**config.mk**
```make
export PLATFORM = sky130hd
export DESIGN_NAME = hazard_stall_controller
export DESIGN_NICKNAME = d
export VERILOG_FILES = /design/src/rtl/hazard_stall_controller.sv
export SDC_FILE = /design/constraint.sdc
export NUM_CORES = 1
export LEC_CHECK = 0
export ABC_AREA = 0
export CORE_AREA = 10 10 70 72
export CTS_CLUSTER_DIAMETER = 60
export DETAILED_ROUTE_END_ITERATION = 8
export DIE_AREA = 0 0 80 82
export PLACE_DENSITY = 0.83
export SETUP_SLACK_MARGIN = 0.1
export SKIP_CTS_REPAIR_TIMING = 1
export SLEW_MARGIN = 20
export SYNTH_ARGS = -nofsm -noshare
export SYNTH_HDL_FRONTEND = slang
export SYNTH_SLANG_ARGS = --single-unit
```
**constraint.sdc**
```tcl
create_clock -name clk -period 3.4 [get_ports clk]
set_input_delay 0.68 -clock clk [delete_from_list [all_inputs] [get_ports clk]]
set_output_delay 0.68 -clock clk [all_outputs]
set_load 0.01 [all_outputs]
```
**src/rtl/hazard_stall_controller.sv**
```systemverilog
// RAW hazard stall controller: detects IF/ID source conflicts against downstream writers,
// tracks stall episodes with a watchdog. Define HAZARD_PERF_CNT_EN to build the performance counters.
module hazard_stall_controller #(
   parameter int unsigned ADDR_W     = 5,
   parameter int unsigned NUM_STAGES = 3,
   parameter int unsigned MAX_STALL  = 8,
   parameter int unsigned CNT_W      = 16
) (
   input  logic                         clk,
   input  logic                         reset_n,
   input  logic                         instrValid_IfId,
   input  logic                         usesRs_IfId,
   input  logic                         usesRt_IfId,
   input  logic [ADDR_W-1:0]            rsAddress_IfId,
   input  logic [ADDR_W-1:0]            rtAddress_IfId,
   input  logic [NUM_STAGES-1:0]        regWrite_Stage,
   input  logic [NUM_STAGES*ADDR_W-1:0] rdAddress_Stage,
   input  logic                         flush,
   output logic                         stall,
   output logic                         bubble,
   output logic                         hazardRs,
   output logic                         hazardRt,
   output logic [NUM_STAGES-1:0]        hazardStage,
   output logic                         stallActive,
   output logic                         timeoutErr,
   output logic [CNT_W-1:0]             stallCycles,
   output logic [CNT_W-1:0]             hazardEvents
);

   typedef enum logic {RUN, STALL} state_t;

   state_t                state_q, state_d;
   logic [7:0]            episode_cnt_q, episode_cnt_d;
   logic                  timeout_err_q, timeout_err_d;
   logic [7:0]            episode_inc;
   logic [NUM_STAGES-1:0] match_rs, match_rt;
   logic                  found;
   logic [ADDR_W-1:0]     rd;

   always_comb begin
      match_rs    = '0;
      match_rt    = '0;
      hazardStage = '0;
      found       = 1'b0;
      rd          = '0;
      for (int unsigned i = 0; i < NUM_STAGES; i++) begin
         rd          = rdAddress_Stage[i*ADDR_W +: ADDR_W];
         match_rs[i] = regWrite_Stage[i] && (rd != '0) && (rd == rsAddress_IfId) && usesRs_IfId;
         match_rt[i] = regWrite_Stage[i] && (rd != '0) && (rd == rtAddress_IfId) && usesRt_IfId;
         // Youngest conflicting stage dictates how long the stall lasts.
         if (!found && (match_rs[i] || match_rt[i])) begin
            hazardStage[i] = 1'b1;
            found          = 1'b1;
         end
      end
      hazardRs = |match_rs;
      hazardRt = |match_rt;
      stall    = instrValid_IfId && (hazardRs || hazardRt) && !flush;
      bubble   = stall;
   end

   always_comb begin
      episode_inc   = (episode_cnt_q == 8'hFF) ? episode_cnt_q : episode_cnt_q + 8'd1;
      state_d       = RUN;
      episode_cnt_d = '0;
      timeout_err_d = timeout_err_q;
      if (stall) begin
         state_d       = STALL;
         episode_cnt_d = episode_inc;
         // Watchdog is report-only; the stall itself is never cut short.
         if (32'(episode_inc) >= MAX_STALL) timeout_err_d = 1'b1;
      end
   end

   always_ff @(posedge clk or negedge reset_n) begin
      if (!reset_n) begin
         state_q       <= RUN;
         episode_cnt_q <= '0;
         timeout_err_q <= 1'b0;
      end else begin
         state_q       <= state_d;
         episode_cnt_q <= episode_cnt_d;
         timeout_err_q <= timeout_err_d;
      end
   end

   assign stallActive = (state_q == STALL);
   assign timeoutErr  = timeout_err_q;

`ifdef HAZARD_PERF_CNT_EN
   logic [CNT_W-1:0] stall_cycles_q, stall_cycles_d;
   logic [CNT_W-1:0] hazard_events_q, hazard_events_d;

   always_comb begin
      stall_cycles_d  = stall_cycles_q;
      hazard_events_d = hazard_events_q;
      if (stall && (stall_cycles_q != '1)) stall_cycles_d = stall_cycles_q + CNT_W'(1);
      if (stall && (state_q == RUN) && (hazard_events_q != '1))
         hazard_events_d = hazard_events_q + CNT_W'(1);
   end

   always_ff @(posedge clk or negedge reset_n) begin
      if (!reset_n) begin
         stall_cycles_q  <= '0;
         hazard_events_q <= '0;
      end else begin
         stall_cycles_q  <= stall_cycles_d;
         hazard_events_q <= hazard_events_d;
      end
   end

   assign stallCycles  = stall_cycles_q;
   assign hazardEvents = hazard_events_q;
`else
   assign stallCycles  = '0;
   assign hazardEvents = '0;
`endif

endmodule

```
Word level (Yosys, flattened, before mapping)
Index checks and enable logic that the tools add are counted.
{"block": "op_classes", "reduce_logical": 32, "add_sub_neg": 1, "mux": 7, "order_cmp": 1, "eq_ne": 7}
{"cell": "equality test 5 bit", "count": 6}
{"cell": "logical AND 1 bit", "count": 19}
{"cell": "two-way mux 8 bit", "count": 2}
{"cell": "nonzero test 5 bit", "count": 3}
{"cell": "adder 8 x 1 -> 8 bit, second input constant", "count": 1}
{"cell": "equality test 8 bit, second input constant", "count": 1}
{"cell": "greater-or-equal comparator 8 x 4 -> 1 bit, second input constant", "count": 1}
{"cell": "OR reduction 3 bit", "count": 2}
{"cell": "two-way mux 1 bit", "count": 5}
{"cell": "logical OR 1 bit", "count": 4}
{"cell": "zero test 1 bit", "count": 3}
{"cell": "AND reduction 2 bit", "count": 1}
{"block": "totals", "out_inout_bits": 41, "reg_bits": 10, "in_bits": 34, "elab_cells": 51}

Longest topological paths before layout
Gate-level depths: netlist of run 1.
{"block": "depth", "depth_word": 12, "mapped_depth": 7, "mapped_depth_nobuf": 6}

Worst setup path before layout of run 1
Ideal clock, no wire load.
{"block": "synth_path", "path_type": "input-to-output", "start": "in rdAddress_Stage[6]", "end": "out stall", "t_required_ns": 2.720, "path_slack_ns": 0.539, "arrival_ns": 2.181, "path_stages": 7, "path_buffers": 2, "cell_sequence": "or4_4 > o21ai_2 > nor3_2 > nor4b_4 > buf_6 > a21oi_1 > buf_4"}
{"block": "synth_via", "elab_chain_len": 8, "elab_cells_between_ends": 13, "classes_between": "eq/ne: 2; reduce/logical: 11"}
{"element": "from (decl)", "line": "17", "text": "input logic [NUM_STAGES*ADDR_W-1:0] rdAddress_Stage,"}
{"element": "nonzero test 5 bit", "line": "48, 49"}
{"element": "logical AND 1 bit", "line": "48, 49"}
{"element": "logical AND 1 bit, on equally long branches (2 in series)", "line": "48, 49"}
{"element": "OR reduction 3 bit, on equally long branches", "line": "56, 57"}
{"element": "logical OR 1 bit *", "line": "58", "text": "stall = instrValid_IfId && (hazardRs || hazardRt) && !flush;"}
{"element": "logical AND 1 bit * (2 in series)", "line": "58"}
{"element": "to (decl)", "line": "19", "text": "output logic stall,"}
Every way passes the cells marked *; elsewhere a longest branch is shown, timed or not.

Worst setup path in the final report of run 1
{"block": "layout_path", "start": "in rdAddress_Stage[6]", "end": "out hazardRt"}
{"block": "layout_via", "elab_chain_len": 5, "elab_cells_between_ends": 6, "classes_between": "eq/ne: 1; reduce/logical: 5"}
{"element": "nonzero test 5 bit", "line": "49", "text": "match_rt[i] = regWrite_Stage[i] && (rd != '0) && (rd == rtAddress_IfId) && usesRt_IfId;"}
{"element": "logical AND 1 bit", "line": "49"}
{"element": "logical AND 1 bit * (2 in series)", "line": "49"}
{"element": "OR reduction 3 bit *", "line": "57", "text": "hazardRt = |match_rt;"}
{"element": "to (decl)", "line": "22", "text": "output logic hazardRt,"}
Marked as above.

==> results of run 1 <==
-- metrics by stage --
step | total power, mW | util [%] | instance area [sq um]
2_1_floorplan | 0.2097 | - | 1420
3_3_place_gp | 0.2590 | 49.96 | 1788
3_5_place_dp | 0.2621 | 49.96 | 1788
4_1_cts | 0.3713 | 50.98 | 1824
5_1_grt | 0.3948 | 53.18 | 1903
6_report | 0.3729 | 53.18 | 1903
-- synth_stat cells, drive strengths merged (2+ instances only) --
cell,instances
mux2i,3
o211ai,2
nor3,7
a211oi,6
buf,34
nand2,9
a21oi,5
nor2b,2
nor2,7
or4,2
dfrtp,10
o21ai,4
xor2,10
nand4,6
and3,4
nand2b,4
xnor2,25
nand3,2
nor4,2
-- flip-flops by register name (all words and copies together), names as in the netlist --
signal,cells
episode_cnt_q,8
stallActive,1
timeoutErr,1
-- per-layer routing --
| metal | vias to the layer above | global-route usage (%) |
|---|---|---|
| met1 | 570 | 10.21 |
| met4 | 0 | 6.514 |
| met2 | 45 | 20.47 |
| met3 | 10 | 2.729 |
| li1 | 611 | - |
| met5 | - | 0 |
-- worst max-delay path: stages --
cell,delay [ps]
clkdlybuf4s50_1,420
or4_4,440
o21ai_4,210
buf_6,120
nor3_2,50
or3b_2,460
dlymetal6s2s_1,190
-- layout by cell type, fill, tap and decap left out, types with 2 or more instances in the layout --
master	synthesis	layout
xnor2_1	25	25
nor4_1	2	2
clkdlybuf4s50_1	0	29
mux2i_1	3	3
buf_4	33	22
nand2b_1	4	4
a211oi_1	6	6
clkbuf_4	0	3
and3_1	4	4
nor2_1	6	6
nand3_1	2	2
conb_1	1	32
nand2_1	9	9
xor2_1	10	10
nor3_1	6	5
o211ai_1	2	2
dfrtp_1	10	10
o21ai_0	3	2
dlymetal6s2s_1	0	12
nand4_1	6	6
a21oi_1	5	4
-- layout make-up --
type | count | area, sq um | share of cell area (%)
flip-flops and latches | 10 | 250.2 | 13.15
multi-input cells | 141 | 934.6 | 49.11
well taps | 48 | 60.06 | 3.156
clock buffers | 4 | 36.28 | 1.907
repair buffers | 65 | 621.8 | 32.68
-- cells by family (layout without fill, tap and decap cells) --
group | count (synthesis) | after routing | share of synthesized area [%]
simple gates | 51 | 51 | 24.09
xor+xnor | 35 | 35 | 23.51
buf+inv | 35 | 69 | 20.15
compound gates | 19 | 19 | 9.500
flops | 10 | 10 | 19.19
mux | 3 | 3 | 2.303
fa+ha+maj | 1 | 1 | 0.9595
other cells | 1 | 32 | 0.2876
-- power by group through the flow --
stage	clock network [mW]	registers (mW)	logic (mW)
floorplan	0	0.122	0.0878
global placement	0	0.122	0.137
detailed placement	0	0.122	0.140
CTS	0.111	0.119	0.141
global route	0.118	0.119	0.158
finish	0.107	0.120	0.146
-- worst paths after layout --
path | startpoint | endpoint | slack (ps) | depth (start not counted)
worst max-delay path | rdAddress_Stage[6] | hazardRt | 140 | 7
worst min-delay path | episode_cnt_q[6] | episode_cnt_q[6] | 610 | 3
worst max register to register | episode_cnt_q[0] | timeoutErr | 1400 | 6
worst min register to register | episode_cnt_q[6] | episode_cnt_q[6] | 610 | 3
max in group asynchronous | reset_n | episode_cnt_q[5] | 2370 | 1
min in group asynchronous | reset_n | episode_cnt_q[7] | 720 | 1
==> key figures, run 1 <==
Power and ir drop
  • Switching Fraction: 29.93%
  • Clock network power share: approximately 29%
  • VDD IR-drop max: about 0.000065 V
  • Sequential Power Share: roughly 32%
  • P_leak: 0.9509 nW
  • PwrDens: between 150 and 200 nW/um^2
  • Net Sw Power: 0.1116 mW
  • Gate power share: just under 40%
  • P_int: around 0.26 mW

GRT
  • Overall Global Routing Usage: 10.77%
  • First-pass GRT wire length: 5.727 mm
  • Pin count of the biggest net entering global routing: 11
  • Grt total ovfl: 0
  • Antenna violations before repair: 0
  • Number of global-route vias before repair: roughly 1,300

Synthesis
  • Post-synth top area share: approximately a fifth
  • Mapped Cells: 155
  • Yosys warns: 0
  • Cell variety after synth: 36
  • Dominant cells by area after synthesis: dfrtp_1 19%, buf_4 19%, xnor2_1 17%, xor2_1 6.7%, a211oi_1 3.5%
  • Register area share after synthesis: 19.19%
  • Synth Register Bits: 10
  • Ys async rst share: 100.0%
  • Yosys top cell by area: dfrtp_1
  • Syn_area_per_cell: 8.411 sq um
  • Post-synth EDFFs: 0
  • Top_reg_cell synth: dfrtp_1
  • Cell area after synthesis: 1304 sq um

Routing
  • Max Used Layer: met4
  • # DRC: 0
  • Starting DRT DRC Count: 114
  • Via count: 1,236
  • Met2 wire len: approximately 2.1 mm
  • Wire length on met3: 254 microns
  • Antenna-violating nets left: 0
  • Wirelength per Cell: ~14 microns
  • M1 WL: around 1.4 mm
  • Via/cell ratio: 4.612
  • TritonRoute pass-1 iters: 4
  • Post-Route WL: roughly 3.8 mm

Layout
  • Final non-filler cell total: roughly 270
  • Fill count: between 300 and 400
  • Layout Area Growth over Synthesis: 45.97%
  • # nets final: about 260
  • Antenna cells: 0
  • Layout cells sized above 1: between 10% and 20%

Worst hold path
  • Hold Path Class: reg2reg

Timing
  • Period minus WS final: around 3300 ps
  • Clock skew: 1.949 ps
  • RSZ-0062 raised after global routing: false
  • Final hold vios: 0
  • Max Freq: between 300 and 400 MHz
  • Final period utilization: a little over nine tenths
  • Setup ws final: between 100 and 150 ps
  • Final setup violation count: 0
  • Worst hold slack: around 600 ps
  • Fin Setup TNS: 0 ps
  • Pins Over Slew Limit: 0

Floorplanning
  • Core Region: 3578 sq um
  • Initial Util: 36.43%
  • Die ar.: approximately 6600 sq um
  • Die boundary height: 82 microns
  • Ports: 75
  • Width of the die: about 80 microns
  • Cell Rows: 22

Setup path
  • Startpoint types: primary input
  • WS Path Type: in2out
  • Critical Path Sink Type: output pin
  • CP required: 2720 ps
  • Worst Path Max Fanout: 3
  • Critical path arrival: 2580 ps

Placed design
  • Pre-CTS WS: -258.1 ps
  • Buffers on Ports: between 40 and 50
  • Placed instance count: about 260
  • Gpl congestion: about 0.83
  • DPL Wire Length: 3.241 mm

Status
  • Status: complete, no violations

CTS
  • TritonCTS Buffers: 3
  • H-tree Lvls: 1
  • Sink Count: 10
  • CTS tree: built
  • Worst skew pair latency: 270 ps
  • CTS clk-pin slew, worst paths: 60 ps
  • Bufs on Longest Clock Path: 2
  • Clk root buf: clkbuf_4

Job
  • Total of max-cap violations: 0
(Power assumes the default switching activity.)
==> run 2: changes to the inputs <==
--- a/config.mk
+++ b/config.mk
@@ -8,9 +8,10 @@
 export ABC_AREA = 0
-export CORE_AREA = 10 10 70 72
+export CORE_AREA = 10 10 73 75
 export CTS_CLUSTER_DIAMETER = 60
 export DETAILED_ROUTE_END_ITERATION = 8
-export DIE_AREA = 0 0 80 82
-export PLACE_DENSITY = 0.83
+export DIE_AREA = 0 0 83 85
+export PLACE_DENSITY = 0.8
 export SETUP_SLACK_MARGIN = 0.1
 export SKIP_CTS_REPAIR_TIMING = 1
+export SKIP_LAST_GASP = 1
 export SLEW_MARGIN = 20
==> constraint.sdc (replaced) <==
create_clock -name clk -period 2.9 [get_ports clk]
set_input_delay 0.29 -clock clk [delete_from_list [all_inputs] [get_ports clk]]
set_output_delay 0.29 -clock clk [all_outputs]
set_load 0.01 [all_outputs]
==> key figures, run 2 (synthesis gave the netlist of run 1 again) <==
Status
  • Status: complete, no violations

Floorplanning
  • Initial Util: 33.31% (-3.1 points)
  • Core Region: 3914 sq um (+9.4%)
  • Width of the die: 83 microns (+3.8%)
  • Cell Rows: 23 (+4.5%)
  • Die boundary height: 85 microns (+3.7%)
  • Die ar.: 7055 sq um (+7.5%)
  • Ports: 75 (unchanged)

Setup path
  • Worst path max stage delay: 540 ps (+80 ps)
  • Kind of cell adding the most delay to the critical path: simple AND/OR/NAND/NOR gates
  • WS Path Type: in2out
  • CP startpoint: rdAddress_Stage[7]
  • Startpoint types: primary input
  • Buf/Inv on CP: 2 (-1)
  • CP required: 2610 ps (-110 ps)
  • CP cell instances: clkdlybuf4s50_1 -> or4_4 -> o21ai_2 -> nor3_2 -> nor4b_4 -> nor2b_2 -> clkdlybuf4s50_1
  • Critical Path Sink Type: output pin
  • Slowest-stage cell, CP: clkdlybuf4s50_1
  • Critical path arrival: 2590 ps (about the same)
  • RR Startpoint: episode_cnt_q[0]
  • R2R Setup Slk: 960 ps (-440 ps)
  • Critical Path Most Common Cell: clkdlybuf4s50_1
  • Worst Path Max Fanout: 3 (unchanged)

Timing
  • Max Freq: ~350 MHz
  • RSZ-0062 raised after global routing: true
  • Period minus WS final: between 2000 and 3000 ps
  • Clock skew: 1.645 ps (-0.3047 ps)
  • Setup ws final: 23.67 ps (-118.0 ps)
  • Fin Setup TNS: 0 ps (unchanged)
  • Final setup violation count: 0 (unchanged)
  • Pins Over Slew Limit: 0 (unchanged)
  • Final period utilization: 99.18%
  • Final hold vios: 0 (unchanged)

GRT
  • First-pass GRT wire length: 5.768 mm (+0.72%)
  • Antenna violations before repair: 0 (unchanged)
  • Pin count of the biggest net entering global routing: 11 (unchanged)
  • Number of global-route vias before repair: 1,289 (+0.39%)
  • Grt total ovfl: 0 (unchanged)
  • Overall Global Routing Usage: 9.477% (-1.3 points)

Layout
  • Area taken by multi-input logic gates: 915.9 sq um (-2.0%)
  • Fill count: 430 (+27%)
  • Register Area: 250.2 sq um (unchanged)
  • # nets final: 243 (-5.1%)
  • Largest Register: episode_cnt_q
  • Most frequent cells in the layout: 39 x clkdlybuf4s50_1, 32 x conb_1, 25 x xnor2_1
  • Max reg flops: 8 (unchanged)
  • Core Util, Final: 45.30% (-7.9 points)
  • Most common cell after layout, fill and taps aside: clkdlybuf4s50_1
  • Layout cells sized above 1: 11.17% (-7.0 points)
  • Layout Area Growth over Synthesis: 35.99%
  • Antenna cells: 0 (unchanged)

CTS
  • CTS tree: built
  • Worst skew pair latency: 240 ps (-30 ps)
  • TritonCTS Buffers: 3 (unchanged)
  • H-tree Lvls: 1 (unchanged)
  • Bufs on Longest Clock Path: 2 (unchanged)
  • Sink Count: 10 (unchanged)
  • Clk root buf: clkbuf_8
  • CTS clk-pin slew, worst paths: 40 ps (-20 ps)

Placed design
  • DPL Wire Length: 3.127 mm (-3.5%)
  • Buffers on Ports: 42 (unchanged)
  • Gpl congestion: 0.7975 (-4.3%)
  • Pre-CTS WS: -88.83 ps (+169.3 ps)

Routing
  • Wirelength per Cell: 14.07 microns (about the same)
  • # DRC: 0 (unchanged)
  • Via/cell ratio: 4.609 (about the same)
  • Via count: 1,180 (-4.5%)
  • Post-Route WL: 3.602 mm (-4.4%)
  • Starting DRT DRC Count: 36 (-68%)
  • TritonRoute pass-1 iters: 4 (unchanged)
  • Antenna-violating nets left: 0 (unchanged)

Power and ir drop
  • Net Sw Power: 0.1264 mW (+13%)
  • Gate power share: 35.7% (-3.4 points)
  • P_int: 0.3125 mW (+20%)
  • Clock network power share: 32.2% (+3.4 points)
  • Switching Fraction: 28.80% (-1.1 points)
  • Sequential Power Share: 32.1% (about the same)
  • VDD IR-drop max: 0.00008963 V (+37%)
  • PwrDens: 247.5 nW/um^2 (+26%)
  • P_leak: 0.7569 nW (-20%)

Worst hold path
  • Hold Path Class: in2async

Job
  • Total of max-cap violations: 0 (unchanged)
run 2: cell types whose count changed in the layout (fill, tap and decap cells not counted), moves of 2 or more:
cell,before,now
buf_4,22,10
clkdlybuf4s50_1,29,39
dlymetal6s2s_1,12,3
clkbuf_4,3,0
clkbuf_8,1,3
run 2: final timing paths:
kind / to / cells past startpoint
max in group asynchronous: stallActive / 1
min: episode_cnt_q[1] / 1
min in group clk: timeoutErr / 2
max reg2reg: timeoutErr / 6
min reg2reg: timeoutErr / 2
max: hazardStage[2] / 7
run 2: through the flow:
stage	total power, mW	cells	instance area, sq um	hold WS [ps]
after global placement	0.2946	253	1715	602.5
final	0.4389	256	1773	364.4
after detailed placement	0.2967	253	1715	602.2
after CTS	0.4409	256	1757	376.2
after floorplan	0.2458	186	1420	-5.591
after global routing	0.4633	256	1773	403.5
run 2: area by class of cell:
cell class	count	area share (%)
clock buffer	3	2.329
multi-input combinational	141	51.66
sequential	10	14.11
tap	50	3.529
timing repair buffer	52	28.37
run 2: metal layers:
layer / up-vias / global-route usage [%] / wire length (microns)
li1: 581 / - / -
met5: - / 0 / 0
met1: 547 / 8.983 / 1278
met3: 7 / 3.059 / 257
met4: 0 / 4.644 / 71
met2: 45 / 17.98 / 1994
run 2: power by group through the flow:
stage / Clock (mW) / Combinational (mW) / Sequential, mW
after detailed placement: 0 / 0.154 / 0.143
final: 0.142 / 0.156 / 0.141
after floorplan: 0 / 0.103 / 0.143
after CTS: 0.146 / 0.154 / 0.141
after global routing: 0.151 / 0.171 / 0.141
after global placement: 0 / 0.152 / 0.143
